### src/rtl/cdb_result_buffer.sv
// CDB result buffer: per-FU FIFO presenting its head to the CDB arbiter.
// Optional same-cycle bypass when empty: CDB_RESULT_BUFFER_BYPASS_EN.
module cdb_result_buffer #(
  parameter int DEPTH  = 4,
  parameter int TAG_W  = 6,
  parameter int DATA_W = 32,
  localparam int PTR_W = $clog2(DEPTH),
  localparam int OCC_W = $clog2(DEPTH + 1),
  localparam int ENT_W = TAG_W + DATA_W
) (
  input  logic             clk,
  input  logic             rst_n,
  input  logic             fu_result_valid,
  input  logic [ENT_W-1:0] fu_result,
  output logic             fu_result_ready,
  input  logic             flush,
  output logic             cdb_req_valid,
  output logic [ENT_W-1:0] cdb_req_data,
  input  logic             cdb_grant,
  output logic [OCC_W-1:0] occupancy,
  output logic             full,
  output logic             empty
);

  logic [ENT_W-1:0] mem [DEPTH];
  logic [PTR_W-1:0] wr_ptr;
  logic [PTR_W-1:0] rd_ptr;
  logic [OCC_W-1:0] occ;
  logic             bypass;
  logic             push;
  logic             pop;

  assign full            = (occ == OCC_W'(DEPTH));
  assign empty           = (occ == '0);
  assign occupancy       = occ;
  assign fu_result_ready = !full;

`ifdef CDB_RESULT_BUFFER_BYPASS_EN
  assign bypass = empty && fu_result_valid && !flush;
`else
  assign bypass = 1'b0;
`endif

  // a bypassed result granted this cycle never enters storage
  assign push = fu_result_valid && !full && !flush
              && !(bypass && cdb_grant);
  assign pop  = cdb_grant && !empty && !flush;

  // head presentation; payload is zero whenever nothing is offered
  always_comb begin
    cdb_req_valid = !empty;
    cdb_req_data  = empty ? '0 : mem[rd_ptr];
    if (bypass) begin
      cdb_req_valid = 1'b1;
      cdb_req_data  = fu_result;
    end
  end

  // storage write; contents need no reset
  always_ff @(posedge clk) begin
    if (push) begin
      mem[wr_ptr] <= fu_result;
    end
  end

  // pointers and occupancy; flush outranks push and pop
  always_ff @(posedge clk or negedge rst_n) begin
    if (!rst_n) begin
      wr_ptr <= '0;
      rd_ptr <= '0;
      occ    <= '0;
    end else if (flush) begin
      wr_ptr <= '0;
      rd_ptr <= '0;
      occ    <= '0;
    end else begin
      if (push) begin
        wr_ptr <= wr_ptr + PTR_W'(1);
      end
      if (pop) begin
        rd_ptr <= rd_ptr + PTR_W'(1);
      end
      unique case ({push, pop})
        2'b10:   occ <= occ + OCC_W'(1);
        2'b01:   occ <= occ - OCC_W'(1);
        default: occ <= occ;
      endcase
    end
  end

  // protocol and bound checks for simulation
  always @(posedge clk) begin
    if (rst_n) begin
      assert (!(cdb_grant && !cdb_req_valid))
        else $error("cdb_grant without cdb_req_valid");
      assert (occ <= OCC_W'(DEPTH))
        else $error("occupancy above DEPTH");
      assert (!(pop && empty))
        else $error("pop from empty buffer");
    end
  end

endmodule
### config.mk
export PLATFORM = sky130hd
export DESIGN_NAME = cdb_result_buffer
export DESIGN_NICKNAME = d
export VERILOG_FILES = /design/src/rtl/cdb_result_buffer.sv
export SDC_FILE = /design/constraint.sdc
export NUM_CORES = 1
export LEC_CHECK = 0
export BUFFER_PORTS_ARGS = -buffer_cell sky130_fd_sc_hd__buf_2
export CAP_MARGIN = 10
export CORE_AREA = 3 3 105 117
export CTS_CLUSTER_SIZE = 25
export DETAILED_ROUTE_END_ITERATION = 8
export DIE_AREA = 0 0 108 120
export PLACE_DENSITY = 0.84
export SYNTH_ARGS = -nofsm -noshare
export SYNTH_HDL_FRONTEND = slang
export SYNTH_SLANG_ARGS = --single-unit
### constraint.sdc
create_clock -name clk -period 2.5 [get_ports clk]
set_input_delay 0.25 -clock clk [delete_from_list [all_inputs] [get_ports clk]]
set_output_delay 0.25 -clock clk [all_outputs]
set_load 0.01 [all_outputs]
# Word-level counts from Yosys, hierarchy flattened
# Memory sizes are Yosys's and may differ from the RTL's.
# Index checks and enable logic that the tools add are counted.
[word_totals]
latchBits = 0
mem_bits_rw = 152
regBits = 7
mem_count = 1
romBits = 0
in_bits = 43
elab_cells = 31
[memory_table]
columns = ["name", "words", "width", "rd", "rd_ports_with_merged_regs", "wr", "line_no", "rtl"]
rows = [
  ["mem", 4, 38, 1, 0, 1, "25", "logic [ENT_W-1:0] mem [DEPTH];"],
]
[classes]
multipliers = 0
n_addsub = 4
order_cmp = 0
n_shift = 0
eq_ne = 3
bitwise = 0
n_mux = 9
n_reduce_logical = 11
div = 0
[op_table]
columns = ["cell", "count"]
rows = [
  ["$mux 38", 1],
  ["$mux 2", 4],
  ["$pmux 3 s2", 1],
  ["$add 2x1->2 const B", 2],
  ["$logic_and 1x1->1", 4],
  ["$reduce_bool 2->1", 2],
  ["$add 3x1->3 const B", 1],
  ["$eq 3x3->1 const B", 1],
  ["$logic_not 1->1", 3],
  ["$logic_not 3->1", 1],
  ["$mux 3", 1],
  ["$reduce_bool 3->1", 1],
  ["$sub 3x1->3 const B", 1],
  ["$eq 2x1->1 const B", 1],
  ["$eq 2x2->1 const B", 1],
  ["$mux 1", 2],
]

# Logic depth before layout (Yosys ltp)
# Gate-level depths: netlist of run 1.
[depth]
word_depth = 7
mapped_depth = 8

# Least setup slack after synthesis of run 1
# OpenSTA, ideal clock, no wires.
[synth_timing]
kind = "reg-to-reg"
start = "reg occ[0], in the netlist occupancy[0]"
end = "reg occ[1], in the netlist occupancy[1]"
required_time_ps = 2435
period_less_slack_ps = 2435
stages_incl_launch_ff = 9
setup_slack_ps = 65
arrival_time_ps = 2370
cell_sequence = "dfrtp_1 buf_4 or3_4 inv_1 nor4_1 fa_1 a21bo_2 a2111oi_0 a211o_1"
[synth_via]
elab_chain_cells = 7
elab_cells_between_ends = 15
cone_classes = "2 x add/sub; 3 x eq/ne; 2 x mux; 8 x reduce/logical"
[synth_lines]
columns = ["item", "line_no", "rtl"]
rows = [
  ["start: declaration", "28", "logic [OCC_W-1:0] occ;"],
  ["start signal: assignment", "84", "2'b10: occ <= occ + OCC_W'(1);"],
  ["start signal: assignment", "85", "2'b01: occ <= occ - OCC_W'(1);"],
  ["$logic_not 3->1 (*)", "34", "assign empty = (occ == '0);"],
  ["named net empty", "22", "output logic empty"],
  ["$logic_not 1->1 (*)", "47", "assign pop = cdb_grant && !empty && !flush;"],
  ["$logic_and 1x1->1 (*) (2 in a row)", "47", ""],
  ["$eq 2x1->1 or $eq 2x2->1 (tied branches)", "83", "unique case ({push, pop})"],
  ["$pmux 3 s2", "83", ""],
  ["$mux 3", "72", "end else if (flush) begin"],
]
# Mark *: on every way through the listed nets, which the timed path passes. The rest lies on a longest branch.
# A chain may end at the register's enable or synchronous reset.

# Worst setup path in the final report of run 1
[layout_timing]
start = "reg occ[2], in the netlist occupancy[2]"
end = "reg occ[1], in the netlist occupancy[1]"
[layout_via]
elab_chain_cells = 7
elab_cells_between_ends = 13
cone_classes = "3 x eq/ne; 2 x mux; 8 x reduce/logical"
[layout_lines]
columns = ["item", "line_no"]
rows = [
  ["$eq 3x3->1 or $logic_not 3->1 (tied branches)", "33, 34"],
  ["$logic_not 1->1, on equally long branches", "45, 47"],
  ["$logic_and 1x1->1, on equally long branches (2 in a row)", "45, 47"],
  ["$eq 2x1->1 or $eq 2x2->1 (tied branches)", "83"],
  ["$pmux 3 s2", "83"],
  ["$mux 3", "72"],
]
# Parallel ways exist; a longest one is shown, timed or not.

==> results of run 1 <==
-- sequential cells by signal (all words and copies together), names as in the netlist --
name,cells
mem,152
rd_ptr,2
wr_ptr,2
occupancy,3
-- Yosys cell counts (all sizes together) --
library cell	number	share of area (%)
o2111ai	1	0.14
inv	5	0.30
ha	4	0.79
or3b	2	0.32
buf	13	1.6
nand3b	2	0.24
xor2	3	0.41
nor3	1	0.16
mux4	38	13
a2111oi	2	0.28
and4bb	1	0.20
nand2	1	0.059
a31oi	2	0.20
nor2	5	0.30
a211o	1	0.14
o21ai	2	0.16
a21bo	1	0.16
nor4	1	0.099
o31ai	1	0.12
fa	1	0.32
a21oi	3	0.24
clkbuf	5	0.30
o311ai	2	0.28
or3	1	0.18
clkinv	1	0.14
dfrtp	7	2.8
and2	43	4.3
edfxtp	152	72
mux2i	1	0.16
nand3	2	0.16
nor4b	1	0.14
o21a	1	0.12
-- repair_timing --
item                                    CTS  global route
endpoints found under the hold margin     7             0
hold buffers                              1             0
resized for setup                         0             1
endpoints found under the setup margin    0             1
-- through the flow --
step                instance area, um^2  worst slack [ns]  hold WS [ns]
floorplan                          6355           0.06473      -0.04559
global placement                   7068            0.2172       0.09629
detailed placement                 7068            0.1102       0.09618
CTS                                7689           0.07112       0.03839
global route                       7690           0.01216       0.03914
finish                             7690           0.05834       0.04758
-- placed cells by master, fill, tap and decap left out, types with 2 or more instances in the layout --
master | Yosys | final
bufinv_16 | 0 | 4
clkinv_2 | 0 | 3
clkbuf_16 | 0 | 17
clkbuf_8 | 0 | 2
a21oi_1 | 3 | 3
nor2_1 | 5 | 5
nand3_1 | 2 | 2
dfrtp_1 | 7 | 5
buf_4 | 2 | 9
o311ai_0 | 2 | 2
and2_2 | 4 | 4
inv_1 | 5 | 5
o21ai_0 | 2 | 2
and2_1 | 39 | 39
clkbuf_1 | 5 | 5
a31oi_1 | 2 | 2
ha_1 | 4 | 4
xor2_1 | 3 | 3
mux4_2 | 38 | 38
buf_2 | 6 | 87
edfxtp_1 | 152 | 152
nand3b_1 | 2 | 2
buf_12 | 0 | 7
dfrtp_2 | 0 | 2
-- critical path, cell delays in order (launching register included) --
cell and delay, ns:
dfrtp_1 0.47, or3_4 0.42, inv_1 0.10, nor4_1 0.07
fa_1 0.50, a21bo_2 0.22, a2111oi_1 0.45, a211o_1 0.15
-- routing by layer --
| layer | share of wire, % | vias up | track usage, % | wire, um |
|---|---|---|---|---|
| met5 | 0.080 | - | 0 | 9 |
| met3 | 6.2 | 18 | 5.971 | 694 |
| met4 | 1.7 | 2 | 6.235 | 191 |
| met1 | 39 | 1611 | 24.25 | 4380 |
| met2 | 53 | 101 | 30.99 | 5949 |
| li1 | - | 1443 | - | - |
-- where the power goes --
| group | internal (mW) | total (mW) | leakage, nW | switching [mW] |
|---|---|---|---|---|
| Clock | 1.72 | 2.63 | 0.300 | 0.917 |
| Combinational | 0.578 | 1.15 | 0.959 | 0.577 |
| Sequential | 3.02 | 3.07 | 1.47 | 0.0463 |
-- final cells by class --
cell class	instances	area, um^2
timing repair buffer	104	653.1
tap	150	187.7
inverter	6	27.53
clock buffer	24	471.7
sequential	159	4742
fill	750	3647
multi-input combinational	123	1469
clock inverter	8	138.9
-- logic make-up (layout without fill, tap and decap cells) --
| kind of cell | after synthesis | count (layout) | share of synthesized area [%] |
|---|---|---|---|
| AO/OA/AOI/OAI | 16 | 16 | 1.812 |
| XOR/XNOR | 3 | 3 | 0.4135 |
| adder cells (fa/ha/maj) | 5 | 5 | 1.103 |
| buffers and inverters | 24 | 142 | 2.323 |
| flip-flops | 159 | 159 | 74.58 |
| multiplexers | 39 | 39 | 13.62 |
| AND/OR/NAND/NOR | 60 | 60 | 6.143 |
-- worst paths after layout --
kind / to / slack (ns) / cells past startpoint
worst max-delay path: occupancy[1] / 0.06 / 7
worst min-delay path: mem[3][11] / 0.05 / 1
worst max register to register: occupancy[1] / 0.06 / 7
worst min register to register: wr_ptr[0] / 0.61 / 2
max in group asynchronous: rd_ptr[0] / 2.12 / 2
min in group asynchronous: occupancy[2] / 0.20 / 2
==> results.py, run 1 <==
metrics = {
    "sta": {
        "worst_pin_slew_ns": 0.4351,
        "timing.slew.headroom_pct": 70.99,
        "clock-skew-final_ns": 0.007303,
        "report.final.hold_viol_count": 0,
        "layout_min_cycle_time_ns": 2.442,
        "finalMaxSlewViolations": 0,
        "setup_viol": 0,
        "setup_repair_after_global_routing_missed_its_margin": "false",
        "fmax_mhz": 409.6,
        "totalNegativeSetupSlack_ns": 0,
        "timing.final.crit_share_pct": 97.67,
    },
    "floorplanning": {
        "fp.dieArea_um2": 12960,
        "effective_utilization_at_floorplan_pct": 56.05,
        "i_o_pin_count": 88,
        "dieHeight_um": 120,
        "num_rows": 41,
        "fp.coreArea_um2": 11340,
        "dieWidth_um": 108,
    },
    "critical_path": {
        "worstPathArrival_ns": 2.80,
        "crit_required_ns": 2.85,
        "worstPathMaxFanout": 10,
        "worst_r2r_startpoint": "occupancy[2]",
        "setup.worst_path.class": "register to register",
        "critPathLaunchType": "register",
        "crit_path_start": "occupancy[2]",
        "endpoint_kind": "register",
    },
    "global_routing": {
        "antenna_found_initial": 1,
        "grt_first_pass_wirelength_um": 18040,
        "grt_max_degree": 40,
        "grt-ovfl-total": 0,
        "track_usage_pct": 18.93,
        "grt_pass1_vias": 3363,
    },
    "pwr": {
        "irDropWorstVdd_mv": 0.4951,
        "leakage_nw": 2.729,
        "report.power.total_mw": 6.854,
        "ratio_of_total_power_to_cell_area_nw_per_um2": 891.3,
    },
    "routing": {
        "detail_route.wirelength_um": 11220,
        "drt-pass1-iter-count": 4,
        "antenna_left": 0,
        "dr_total_vias": 3175,
        "first_iter_violations": 176,
        "vias_per_cell": 5.531,
        "routed_wire_length_per_instance_um": 19.55,
        "drt_drc_violations_left": 0,
    },
    "final_layout": {
        "utilization_pct": 67.83,
        "post_route_non_filler_standard_cell_count": 574,
        "post_route_cells_drive_above_1_share_pct": 42.45,
        "antenna_cells_inserted": 0,
        "layout.nets": 459,
        "syn_to_final_growth_pct": 21.01,
    },
    "clock_network": {
        "cts.sink_count": 159,
        "htree_levels": 4,
        "max_clock_buf_depth": 2,
        "clock_tree.root_cell": "clkbuf_16",
        "cts_buffers": 17,
        "insertion_delay_ns": 0.41,
        "clkTransAtPathRegs_ns": 0.06,
        "cts_tree": "built",
        "postCtsSetupRepairBufs": 0,
    },
    "run_status": {
        "outcome": "completed",
    },
    "min_path": {
        "min-delay-path-class": "primary input to register",
        "holdCritStartpoint": "fu_result[11]",
    },
    "placement": {
        "placed_cells": 541,
        "dp_hpwl_um": 7012,
        "gp_congestion": 0.7736,
        "io_buffers": 87,
    },
    "logic_synthesis": {
        "yosys_warnings": 0,
        "sequential_share_of_the_synthesized_area_pct": 74.58,
        "mappedNetlistArea_um2": 6355,
        "yosysUniqueCellTypes": 36,
        "flops_latches_synth": 159,
        "syn-instance-count": 306,
        "synth_fp_nets": 354,
        "post_synth.cell_area_avg_um2": 20.77,
    },
    "job": {
        "maximum_capacitance_violations": 0,
    },
}
Power figures use the tool's default switching activity.
==> run 2: changes to the inputs <==
Settings changed: CORE_AREA 3 3 105 117 to 8 8 110 122, DIE_AREA 0 0 108 120 to 0 0 118 130.
==> results.py, run 2 (synthesized netlist as in run 1, its figures left out) <==
metrics = {
    "run_status": {
        "outcome": "completed",
    },
    "clock_network": {
        "cts_tree": "built",
        "cts_buffers": 17,
        "max_clock_buf_depth": 2,
        "cts.sink_count": 159,
        "insertion_delay_ns": 0.41,
        "clock_tree.root_cell": "clkbuf_16",
        "htree_levels": 4,
        "postCtsResizedCells": 0,
        "clkTransAtPathRegs_ns": 0.06,
        "cts.hold.buffers_added": 1,
        "postCtsSetupRepairBufs": 0,
    },
    "critical_path": {
        "critPathLaunchType": "register",
        "endpoint_kind": "register",
        "worstPathArrival_ns": 2.72,
        "crit_required_ns": 2.85,
        "setup.worst_path.class": "register to register",
        "crit_path_start": "occupancy[2]",
        "worst_r2r_startpoint": "occupancy[2]",
        "worstPathMaxFanout": 3,
    },
    "placement": {
        "dp_hpwl_um": 7161,
        "io_buffers": 87,
        "gp_congestion": 0.7701,
        "dpl_worst_slack_ns": 0.1689,
    },
    "final_layout": {
        "layout.nets": 459,
        "syn_to_final_growth_pct": 20.28,
        "final_cell_mix": "edfxtp_1 (152), buf_2 (87), and2_1 (39)",
        "registers.top_by_ff_count": "mem",
        "largest_register_ff_count": 152,
        "post_route_cells_drive_above_1_share_pct": 43.16,
        "antenna_cells_inserted": 0,
        "most_common_cell_after_layout_fill_and_taps_aside": "edfxtp_1",
    },
    "pwr": {
        "p_sw_share_pct": 22.91,
        "irDropWorstVdd_mv": 0.5106,
        "power_report.internal_total_mw": 5.345,
        "clock_power_share_pct": 39.1,
        "ratio_of_total_power_to_cell_area_nw_per_um2": 907.0,
        "combPwrFrac_pct": 16.8,
        "leakage_nw": 2.723,
        "seq_power_share_pct": 44.1,
        "power.net_switching_mw": 1.588,
    },
    "sta": {
        "timing.slew.headroom_pct": 68.78,
        "timing.final.ws_setup_ns": 0.1314,
        "final.hold.worst_slack_ns": 0.05038,
        "layout_min_cycle_time_ns": 2.369,
        "worst_pin_slew_ns": 0.4565,
        "totalNegativeSetupSlack_ns": 0,
        "setup_viol": 0,
        "report.final.hold_viol_count": 0,
        "clock-skew-final_ns": 0.005712,
        "finalMaxSlewViolations": 0,
        "setup_repair_after_global_routing_missed_its_margin": "false",
        "fmax_mhz": 422.2,
        "timing.final.crit_share_pct": 94.74,
    },
    "routing": {
        "vias_per_cell": 5.584,
        "dr_total_vias": 3205,
        "antenna_left": 0,
        "routed_wire_length_per_instance_um": 20.53,
        "dr_wl_met3_um": 612,
        "m1WireLength_um": 4985,
        "drt-pass1-iter-count": 4,
        "detailroute.wirelength.met2_um": 5923,
        "detail_route.wirelength_um": 11790,
        "drt_drc_violations_left": 0,
        "routed.top_layer": "met5",
        "first_iter_violations": 163,
    },
    "global_routing": {
        "grt_first_pass_wirelength_um": 18390,
        "grt_pass1_vias": 3491,
        "track_usage_pct": 16.01,
        "grt_max_degree": 40,
        "grt-ovfl-total": 0,
        "antenna_found_initial": 1,
    },
    "min_path": {
        "holdCritStartpoint": "fu_result[35]",
        "min-delay-path-class": "primary input to register",
    },
    "floorplanning": {
        "fp.dieArea_um2": 15340,
        "dieHeight_um": 130,
        "dieWidth_um": 118,
        "i_o_pin_count": 88,
        "num_rows": 41,
        "effective_utilization_at_floorplan_pct": 56.05,
        "fp.coreArea_um2": 11340,
    },
    "job": {
        "maximum_capacitance_violations": 0,
    },
}
-- run 2: area by class of cell --
| class | instances | area [um^2] |
|---|---|---|
| clock inverters | 12 | 191.4 |
| repair buffers | 104 | 590.6 |
| inverters | 6 | 27.53 |
| well taps | 150 | 187.7 |
| flip-flops and latches | 159 | 4742 |
| clock buffers | 20 | 436.7 |
| multi-input cells | 123 | 1468 |
| fillers | 724 | 3694 |
-- run 2: critical path, stage by stage, from the launching register on --
cell and delay [ns]:
dfrtp_1 0.38, or3_4 0.39, inv_1 0.11, nor4_1 0.07, fa_1 0.50, a21bo_2 0.23
a2111oi_0 0.48, a211o_1 0.15
-- run 2: worst paths after layout --
path | to | slack (ns) | cells after the start
worst max register to register | occupancy[1] | 0.13 | 7
worst max-delay path | occupancy[1] | 0.13 | 7
worst min-delay path | mem[3][35] | 0.05 | 1
min in group asynchronous | occupancy[0] | 0.19 | 2
worst min register to register | wr_ptr[0] | 0.61 | 2
max in group asynchronous | rd_ptr[1] | 2.13 | 2
-- run 2: power by group through the flow --
stage          clock network [mW]  logic (mW)  registers, mW
4_1_cts                      2.73        1.20           3.06
6_report                     2.71        1.16           3.06
5_1_grt                      2.84        1.27           3.07
3_5_place_dp                    0        1.19           3.11
3_3_place_gp                    0        1.16           3.10
2_1_floorplan                   0       0.783           3.10
-- run 2: layer usage --
layer	vias to the layer above	GRT usage (%)
li1	1439	-
met1	1641	18.95
met2	99	26.48
met3	24	5.529
met4	2	6.863
met5	-	0
-- run 2: metrics by stage --
step	total power, mW	util (%)	cells	cell area (um^2)
global placement	4.267	61.79	541	7005
CTS	6.987	67.42	574	7644
floorplan	3.886	-	306	6355
finish	6.933	67.42	574	7644
detailed placement	4.299	61.79	541	7005
global route	7.177	67.42	574	7644
==> run 3: changes to the inputs <==
Settings changed: CORE_AREA 8 8 110 122 to 8 8 117 130, DIE_AREA 0 0 118 130 to 0 0 125 138, PLACE_DENSITY 0.84 to 0.76.
==> results.py, run 3 (synthesized netlist as in run 1, its figures left out) <==
metrics = {
    "run_status": {
        "outcome": "completed",
    },
    "routing": {
        "routed_wire_length_per_instance_um": 20.37,
        "first_iter_violations": 220,
        "vias_per_cell": 5.464,
        "drt-pass1-iter-count": 4,
        "detail_route.wirelength_um": 11900,
        "dr_total_vias": 3191,
        "drt_drc_violations_left": 0,
        "antenna_left": 0,
    },
    "critical_path": {
        "setup.worst_path.class": "register to register",
        "worstPathMaxFanout": 3,
        "reg2regPathDepth": 7,
        "crit-reg2reg-capture": "occupancy[1]",
        "worst_r2r_startpoint": "occupancy[2]",
        "crit_path_start": "occupancy[2]",
        "timing.reg2reg.setup_slack_ns": 0.18,
        "endpoint_kind": "register",
        "crit_required_ns": 2.86,
        "critPathLaunchType": "register",
        "worstPathArrival_ns": 2.68,
    },
    "final_layout": {
        "final_cell_mix": "edfxtp_1 (152), buf_2 (87), and2_1 (39)",
        "largest_register_ff_count": 152,
        "most_common_cell_after_layout_fill_and_taps_aside": "edfxtp_1",
        "fillers": 985,
        "registers.top_by_ff_count": "mem",
        "syn_to_final_growth_pct": 19.75,
        "antenna_cells_inserted": 0,
        "post_route_cells_drive_above_1_share_pct": 43.50,
        "layout.nets": 458,
    },
    "global_routing": {
        "track_usage_pct": 14.38,
        "grt_max_degree": 40,
        "grt_first_pass_wirelength_um": 19070,
        "grt-ovfl-total": 0,
        "grt_pass1_vias": 3583,
        "antenna_found_initial": 1,
    },
    "placement": {
        "gp_congestion": 0.7879,
        "dp_hpwl_um": 7361,
        "io_buffers": 87,
    },
    "clock_network": {
        "htree_levels": 4,
        "cts_buffers": 17,
        "clkTransAtPathRegs_ns": 0.07,
        "max_clock_buf_depth": 2,
        "cts_tree": "built",
        "clock_tree.root_cell": "clkbuf_16",
        "cts.sink_count": 159,
        "insertion_delay_ns": 0.42,
    },
    "sta": {
        "totalNegativeSetupSlack_ns": 0,
        "fmax_mhz": 431.3,
        "layout_min_cycle_time_ns": 2.319,
        "finalMaxSlewViolations": 0,
        "setup_repair_after_global_routing_missed_its_margin": "false",
        "timing.final.crit_share_pct": 92.75,
        "timing.slew.headroom_pct": 71.80,
        "clock-skew-final_ns": 0.01187,
        "final.hold.worst_slack_ns": 0.04739,
        "worst_pin_slew_ns": 0.4123,
        "report.final.hold_viol_count": 0,
        "setup_viol": 0,
    },
    "floorplanning": {
        "fp.dieArea_um2": 17250,
        "effective_utilization_at_floorplan_pct": 48.91,
        "dieHeight_um": 138,
        "fp.coreArea_um2": 12990,
        "num_rows": 44,
        "dieWidth_um": 125,
        "i_o_pin_count": 88,
    },
    "min_path": {
        "holdCritStartpoint": "fu_result[22]",
        "hold-path-endpoint": "mem[3][22]",
        "min-delay-path-class": "primary input to register",
        "min_path_cells": 1,
    },
    "job": {
        "maximum_capacitance_violations": 0,
    },
    "pwr": {
        "irDropWorstVdd_mv": 0.3930,
        "ratio_of_total_power_to_cell_area_nw_per_um2": 869.9,
        "leakage_nw": 2.674,
    },
}
run 3: cell count changes in the layout (fill, tap and decap cells not counted), sizes merged:
cell	before	now
bufinv	5	0
clkinvlp	1	5
buf	103	102
clkinv	7	3
inv	5	13
clkbuf	20	17
run 3: how the worst max path moves through the flow:
stage | cells after the start | to | slack [ns]
global placement | 7 | occupancy[1] | 0.35
global route | 7 | occupancy[1] | 0.09
CTS | 4 | cdb_req_data[22] | 0.14
floorplan | 8 | occupancy[1] | 0.06
detailed placement | 7 | occupancy[1] | 0.22
finish | 7 | occupancy[1] | 0.18
run 3: what timing repair did:
item / in CTS / in global routing
hold buffers: 1 / 0
buffers inserted: 0 / 0
resized for setup: 0 / 0
hold endpoints to repair: 7 / 0
run 3: power by group:
| part | switching [mW] | internal, mW |
|---|---|---|
| Combinational | 0.594 | 0.577 |
| Sequential | 0.0440 | 3.02 |
| Clock | 1.09 | 1.30 |
run 3: area by class of cell:
cell class | instances | area, um^2 | share of cell area [%]
sequential | 159 | 4742 | 62.32
inverter | 6 | 27.53 | 0.3617
timing repair buffer | 103 | 620.6 | 8.155
multi-input combinational | 123 | 1468 | 19.29
tap | 161 | 201.4 | 2.647
clock inverter | 15 | 125.1 | 1.644
clock buffer | 17 | 425.4 | 5.590
run 3: critical path, cell delays in order (launching register included):
cell,delay [ns]
dfrtp_1,0.39
or3_4,0.40
inv_1,0.11
nor4_1,0.07
fa_1,0.51
a21bo_2,0.22
a2111oi_0,0.43
a211o_1,0.15
run 3: metal layers:
| metal | wire length [um] | GRT usage [%] |
|---|---|---|
| met2 | 6287 | 24.96 |
| met1 | 4930 | 16.28 |
| met5 | 10 | 0 |
| met4 | 201 | 5.777 |
| met3 | 467 | 4.308 |
run 3: per-stage QoR:
stage	instance area, um^2	power [mW]	cells	util [%]	worst slack [ns]
3_5_place_dp	7049	4.322	551	54.26	0.2225
2_1_floorplan	6355	3.886	306	-	0.06473
6_report	7610	6.620	584	58.57	0.1812
3_3_place_gp	7049	4.287	551	54.26	0.3540
4_1_cts	7610	6.707	584	58.57	0.1439
5_1_grt	7610	6.889	584	58.57	0.08872
